## src/rtl/sm4_frame_tx.sv

```systemverilog
// Message buffer and replay framer in front of the SM4 core: collects up to DEPTH
// {key,data} blocks, then emits start_input, a gap-free beat burst and end_input.
module sm4_frame_tx #(
   parameter int DEPTH = 8
) (
   input  logic         i_clk,
   input  logic         i_rstn,
   input  logic         i_s_valid,
   output logic         o_s_ready,
   input  logic [127:0] i_s_data,
   input  logic [127:0] i_s_key,
   input  logic         i_s_last,
   output logic         o_start_input,
   output logic         o_end_input,
   output logic [127:0] o_datain,
   output logic [127:0] o_mkin,
   output logic         o_busy,
   output logic         o_err_ovf
);

   localparam int AW = $clog2(DEPTH);
   localparam int CW = AW + 1;

   localparam logic [1:0] ST_FILL  = 2'd0;
   localparam logic [1:0] ST_START = 2'd1;
   localparam logic [1:0] ST_BURST = 2'd2;

   logic [1:0]    r_state;
   logic [CW-1:0] r_wcnt;
   logic [CW-1:0] r_rptr;
   logic          r_start;
   logic          r_end;
   logic [127:0]  r_datain;
   logic [127:0]  r_mkin;
   logic          r_busy;
   logic          r_ovf;
   logic [255:0]  r_mem [DEPTH];

   logic          w_xfer;
   logic          w_full;
   logic          w_close;

   assign o_s_ready = (r_state == ST_FILL);
   assign w_xfer    = i_s_valid && o_s_ready;
   assign w_full    = (r_wcnt == CW'(DEPTH - 1));
   assign w_close   = w_xfer && (i_s_last || w_full);

   always_ff @(posedge i_clk) begin
      if (w_xfer) begin
         r_mem[r_wcnt[AW-1:0]] <= {i_s_key, i_s_data};
      end
   end

   // Output registers are loaded one edge ahead: r_rptr always names the next beat to fetch.
   always_ff @(posedge i_clk or negedge i_rstn) begin
      if (!i_rstn) begin
         r_state  <= ST_FILL;
         r_wcnt   <= '0;
         r_rptr   <= '0;
         r_start  <= 1'b0;
         r_end    <= 1'b0;
         r_datain <= '0;
         r_mkin   <= '0;
         r_busy   <= 1'b0;
         r_ovf    <= 1'b0;
      end else begin
         r_start <= 1'b0;
         r_ovf   <= 1'b0;
         case (r_state)
            ST_FILL: begin
               if (w_xfer) begin
                  r_wcnt <= r_wcnt + CW'(1);
                  if (w_close) begin
                     r_state <= ST_START;
                     r_start <= 1'b1;
                     r_ovf   <= !i_s_last;
                     r_busy  <= 1'b1;
                     r_rptr  <= '0;
                  end
               end
            end
            ST_START: begin
               r_state             <= ST_BURST;
               {r_mkin, r_datain}  <= r_mem[r_rptr[AW-1:0]];
               r_end               <= (r_wcnt == CW'(1));
               r_rptr              <= r_rptr + CW'(1);
            end
            ST_BURST: begin
               if (r_end) begin
                  r_state  <= ST_FILL;
                  r_end    <= 1'b0;
                  r_datain <= '0;
                  r_mkin   <= '0;
                  r_wcnt   <= '0;
                  r_rptr   <= '0;
                  r_busy   <= 1'b0;
               end else begin
                  {r_mkin, r_datain} <= r_mem[r_rptr[AW-1:0]];
                  r_end              <= (r_rptr == r_wcnt - CW'(1));
                  r_rptr             <= r_rptr + CW'(1);
               end
            end
            default: begin
               r_state <= ST_FILL;
               r_busy  <= 1'b0;
            end
         endcase
      end
   end

   assign o_start_input = r_start;
   assign o_end_input   = r_end;
   assign o_datain      = r_datain;
   assign o_mkin        = r_mkin;
   assign o_busy        = r_busy;
   assign o_err_ovf     = r_ovf;

endmodule

```

## config.mk

```make
export PLATFORM = sky130hd
export DESIGN_NAME = sm4_frame_tx
export DESIGN_NICKNAME = d
export VERILOG_FILES = /design/src/rtl/sm4_frame_tx.sv
export SDC_FILE = /design/constraint.sdc
export NUM_CORES = 2
export LEC_CHECK = 0
export CAP_MARGIN = 20
export CORE_ASPECT_RATIO = 0.75
export CORE_UTILIZATION = 50
export CTS_CLUSTER_DIAMETER = 40
export CTS_CLUSTER_SIZE = 16
export DETAILED_ROUTE_END_ITERATION = 12
export DONT_BUFFER_PORTS = 1
export GPL_ROUTABILITY_DRIVEN = 0
export HOLD_SLACK_MARGIN = 0.05
export PLACE_DENSITY_LB_ADDON = 0.15
export SLEW_MARGIN = 20
export SYNTH_ARGS = -nofsm -noshare
export SYNTH_HDL_FRONTEND = slang
export SYNTH_SLANG_ARGS = --single-unit
```

## constraint.sdc

```tcl
create_clock -name i_clk -period 31.4 [get_ports i_clk]
set_input_delay 6.28 -clock i_clk [delete_from_list [all_inputs] [get_ports i_clk]]
set_output_delay 6.28 -clock i_clk [all_outputs]
set_load 0.005 [all_outputs]
```

## Word level (Yosys, flattened, before mapping)

Memories as Yosys holds them, arrays and structs flattened.
Cells that the tools add are included.

- Register bits: 270
- Memory bits (writable): 2048
- Input port bits: 260
- Output and inout bits: 261
- Word-level logic and storage cells: 63
- Memories: 1

Memory list:

| name | depth | bits a word | rd ports | clocked after memory_dff | wr ports | RTL line | source |
|---|---|---|---|---|---|---|---|
| r_mem | 8 | 256 | 1 | 0 | 1 | 37 | `logic [255:0] r_mem [DEPTH];` |

- $add $sub $neg: 3
- Equal/unequal tests: 8
- Mux-type cells: 29
- Bitwise logic cells: 1
- Reduce and logical (&&, ||, !) cells: 12

Operators by type and width:

| kind | number |
|---|---|
| one-hot mux 128 bit (2 select lines) | 2 |
| 2-to-1 mux 128 bit | 2 |
| 2-to-1 mux 4 bit | 5 |
| 2-to-1 mux 1 bit | 12 |
| one-hot mux 4 bit (3 select lines) | 1 |
| AND reduction 3 bit | 3 |
| adder 4 x 1 -> 4 bit (second input constant) | 2 |
| one-hot mux 4 bit (2 select lines) | 1 |
| 2-to-1 mux 2 bit | 3 |
| one-hot mux 2 bit (3 select lines) | 1 |
| == test 4 x 1 -> 1 bit (second input constant) | 1 |
| == test 4 x 3 -> 1 bit (second input constant) | 1 |
| == test 4 bit | 1 |
| inequality test 2 x 1 -> 1 bit (second input constant) | 2 |
| AND reduction 4 bit | 1 |
| nonzero test 2 bit | 2 |
| subtractor 4 x 1 -> 4 bit (second input constant) | 1 |
| one-hot mux 1 bit (3 select lines) | 1 |
| nonzero test 3 bit | 1 |
| == test 2 x 1 -> 1 bit (second input constant) | 1 |
| == test 2 bit (second input constant) | 1 |
| logical AND 1 bit | 2 |
| logical NOT 2 bit | 1 |
| inequality test 2 bit (second input constant) | 1 |
| 4 further kinds | 4 |

## Logic depth before layout (Yosys ltp)

- Word-level depth: 6
- Gate-level depth with buffers: 10
- Depth with buffers taken out: 6

## Least setup slack after synthesis

No wires, ideal clock.

- Path type: input port to flip-flop
- Start point: input i_s_valid
- End point: memory r_mem[0][0] (enable)
- Arrival time: 30.487 ns
- Data required time: 29.901 ns
- Setup slack: -0.586 ns
- Stages on the path: 3
- Path buffers: 1
- Cells stage by stage: buf_2 inv_1 nor4_1

- Word-level cells in the longest chain between the ends: 3

RTL lines:

| what | RTL line | source |
|---|---|---|
| start, declared | 8 | `input logic i_s_valid,` |
| logical AND 1 bit | 44 | `assign w_xfer = i_s_valid && o_s_ready;` |
| 2-to-1 mux 1 bit | 49 | `if (w_xfer) begin` |
| 2-to-1 mux 1 bit (not written as such) | 50 | `r_mem[r_wcnt[AW-1:0]] <= {i_s_key, i_s_data};` |
| end, declared | 37 |  |

No other way between the ends.

## Final worst setup path

- Start point: input i_s_valid
- End point: memory r_mem[7][109] (enable)

The elaborated chain is that of the path after synthesis.

==> flow_summary.yaml <==
logic_synthesis:
  yosys_warnings: 0
  synth_area_per_cell_sq_um: 19.7
  synth_top_area_cell: "edfxtp_1"
  synth_enable_flop_cells: 2048
  synth_fp_nets: 4732
  synth_area_sq_um: 87700
  synth_top_area_share: 0.701
  synth-seq-cells: 2318
  synthTopCellsByArea: "edfxtp_1 70%, dfrtp_1 7.7%, mux4_2 6.6%, mux2i_1 5.8%, a22oi_1 2.2%"
  synthFlopType: "edfxtp_1"
  synth.most_common_cell: "edfxtp_1"
  synth.distinct_cells: 41
  async_flop_share: 0.116
  synthCells: 4463
  ys_seq_area_frac: 0.778
  synthTopCellsByCount: "2,048 x edfxtp_1, 512 x mux2i_1, 270 x dfrtp_1"
sta:
  max_freq_mhz: 120
  slew_viol_final: 0
  finalHoldViolCount: 0
  fin_setup_tns_ns: 0
  min_period_ns: 8.34
  finalSetupViolCount: 0
  whs_ns: 0.530
  rsz0062_at_grt: "false"
  skew_ns: 0.0424
  layout_setup_ws_ns: 23.06
  maxSlewHeadroom: 0.160
  tightest_slew_ns: 1.26
  post-route-period-util: 0.266
run_status:
  status: "completed"
global_routing:
  grt_pass1_wl_um: 285000
  gr-usage-all-layers: 0.219
  grt_pass1_vias: 41700
  grt_overflow_total: 0
  grt_max_degree: 271
  antenna_found_initial: 6
clock_network:
  clk_pin_slew_ns: 0.06
  clock_sinks: 2318
  ctsHoldBuffers: 0
  cts_buffers: 222
  cts_setup_buffers: 0
  root_buffer: "clkbuf_16"
  clk_latency_ns: 0.84
  clockBufferDepth: 3
  h-tree-depth: 4
  cts-resized-gates: 0
  cts_tree: "built"
drt:
  final_antenna_net_count: 0
  routed_via_density: 5.86
  drtIter0Drc: 3217
  via_count: 40800
  drc: 0
  drt_first_pass_iters: 5
  wl_per_cell_um: 28.0
  wl_um: 195000
die:
  rows: 132
  pin_count: 521
  initial_utilization: 0.506
  core-area_sq_um: 173000
  die_y_um: 365
  fp.dieArea_sq_um: 177000
  die_w_um: 486
power_and_ir_drop:
  peakVddDrop_mv: 0.149
  p_per_area_nw_per_um2: 86.1
  p_leak_nw: 30.9
place:
  io_buffers: 0
  placed_cells: 6544
  post-place-ws_ns: 22.23
  hpwlAfterDp_um: 101000
setup_path:
  cp-start-kind: "primary input"
  cp_max_fo: 132
  endpoint_kind: "flop"
  cp.arrival_ns: 8.78
  crit_type: "in2reg"
  required_ns: 31.84
cells_and_area:
  layout.nets: 4759
  fin_cells: 6967
  area_growth_pct: 10.9
  drive_above_1_share: 0.155
  post-route-util: 0.561
run:
  drv_cap: 0
hold_path:
  worst_hold_path_type: "reg2reg"
-- worst max-delay path, cell delays in order --
cell and delay [ns]:
nand3_1 0.16, nor2_4 0.53, buf_12 0.75, buf_4 0.91
-- registers in the layout, summed over array words and instances, names as in the netlist --
name and count:
o_start_input 1, r_mem 2048, o_end_input 1, r_wcnt 4, o_busy 1, o_datain 128
r_state 2, o_mkin 128, r_rptr 4, o_err_ovf 1
-- final timing paths --
kind	depth (start not counted)	start	end	slack, ns
worst max-delay path	4	i_s_valid	r_mem[7][109]	23.06
worst min-delay path	2	o_mkin[5]	o_mkin[5]	0.53
worst max register to register	8	r_rptr[0]	o_datain[85]	24.77
worst min register to register	2	o_mkin[5]	o_mkin[5]	0.53
max in group asynchronous	0	i_rstn	r_rptr[2]	25.59
min in group asynchronous	0	i_rstn	o_datain[114]	5.15
-- per-stage QoR --
stage	instance area [sq um]	power, W
3_3_place_gp	89400	0.00563
5_1_grt	97300	0.00873
6_report	97300	0.00837
2_1_floorplan	87700	0.00531
3_5_place_dp	89400	0.00565
4_1_cts	97300	0.00848
-- metal layers --
metal  GRT usage  vias up  wire length [um]
li1            -    18000                 -
met3      0.0499      225             12200
met1       0.304    21500             84000
met5           0        -                 8
met4      0.0477        2              3350
met2       0.357     1104             95500
-- layout make-up --
cell class / instances / area, sq um
clock inverter: 163 / 1940
sequential: 2318 / 68300
antenna: 1 / 2.50
tap: 2278 / 2850
fill: 13100 / 76100
inverter: 263 / 987
multi-input combinational: 1619 / 16700
clock buffer: 259 / 5960
timing repair buffer: 66 / 633
-- report_power, final --
part	switching [W]	internal, W	total, W
Combinational	0.00100	0.000561	0.00157
Clock	0.00121	0.00161	0.00282
Sequential	0.000204	0.00378	0.00399
Total	0.00242	0.00595	0.00837
-- layout by cell type (no fill, tap or decap), drive strengths merged --
cell	count
nand3	4
ha	9
a21oi	2
o2bb2ai	2
diode	1
o211ai	254
nand4	1
nor4	4
nor3	6
o22ai	2
clkbuf	259
clkinv	76
and3	3
a22oi	254
edfxtp	2048
o32a	1
a31oi	2
inv	308
mux2i	512
and2	2
buf	66
xor2	2
nand2b	2
o31ai	1
xnor2	4
nor2b	3
clkinvlp	15
o21ai	264
dfrtp	270
nand2	13
nor4b	2
nor2	5
mux4	258
o21a	3
mux2	2
a21o	1
nand4b	1
bufinv	27
-- cells by family after synthesis --
family | Yosys count | share of synthesized area
flops | 2318 | 0.778
buf+inv | 526 | 0.0328
fa+ha+maj | 9 | 0.00128
mux | 772 | 0.125
xor+xnor | 6 | 0.000599
simple gates | 46 | 0.00271
compound gates | 786 | 0.0597
No activity file was read; power rests on OpenSTA's default activity.
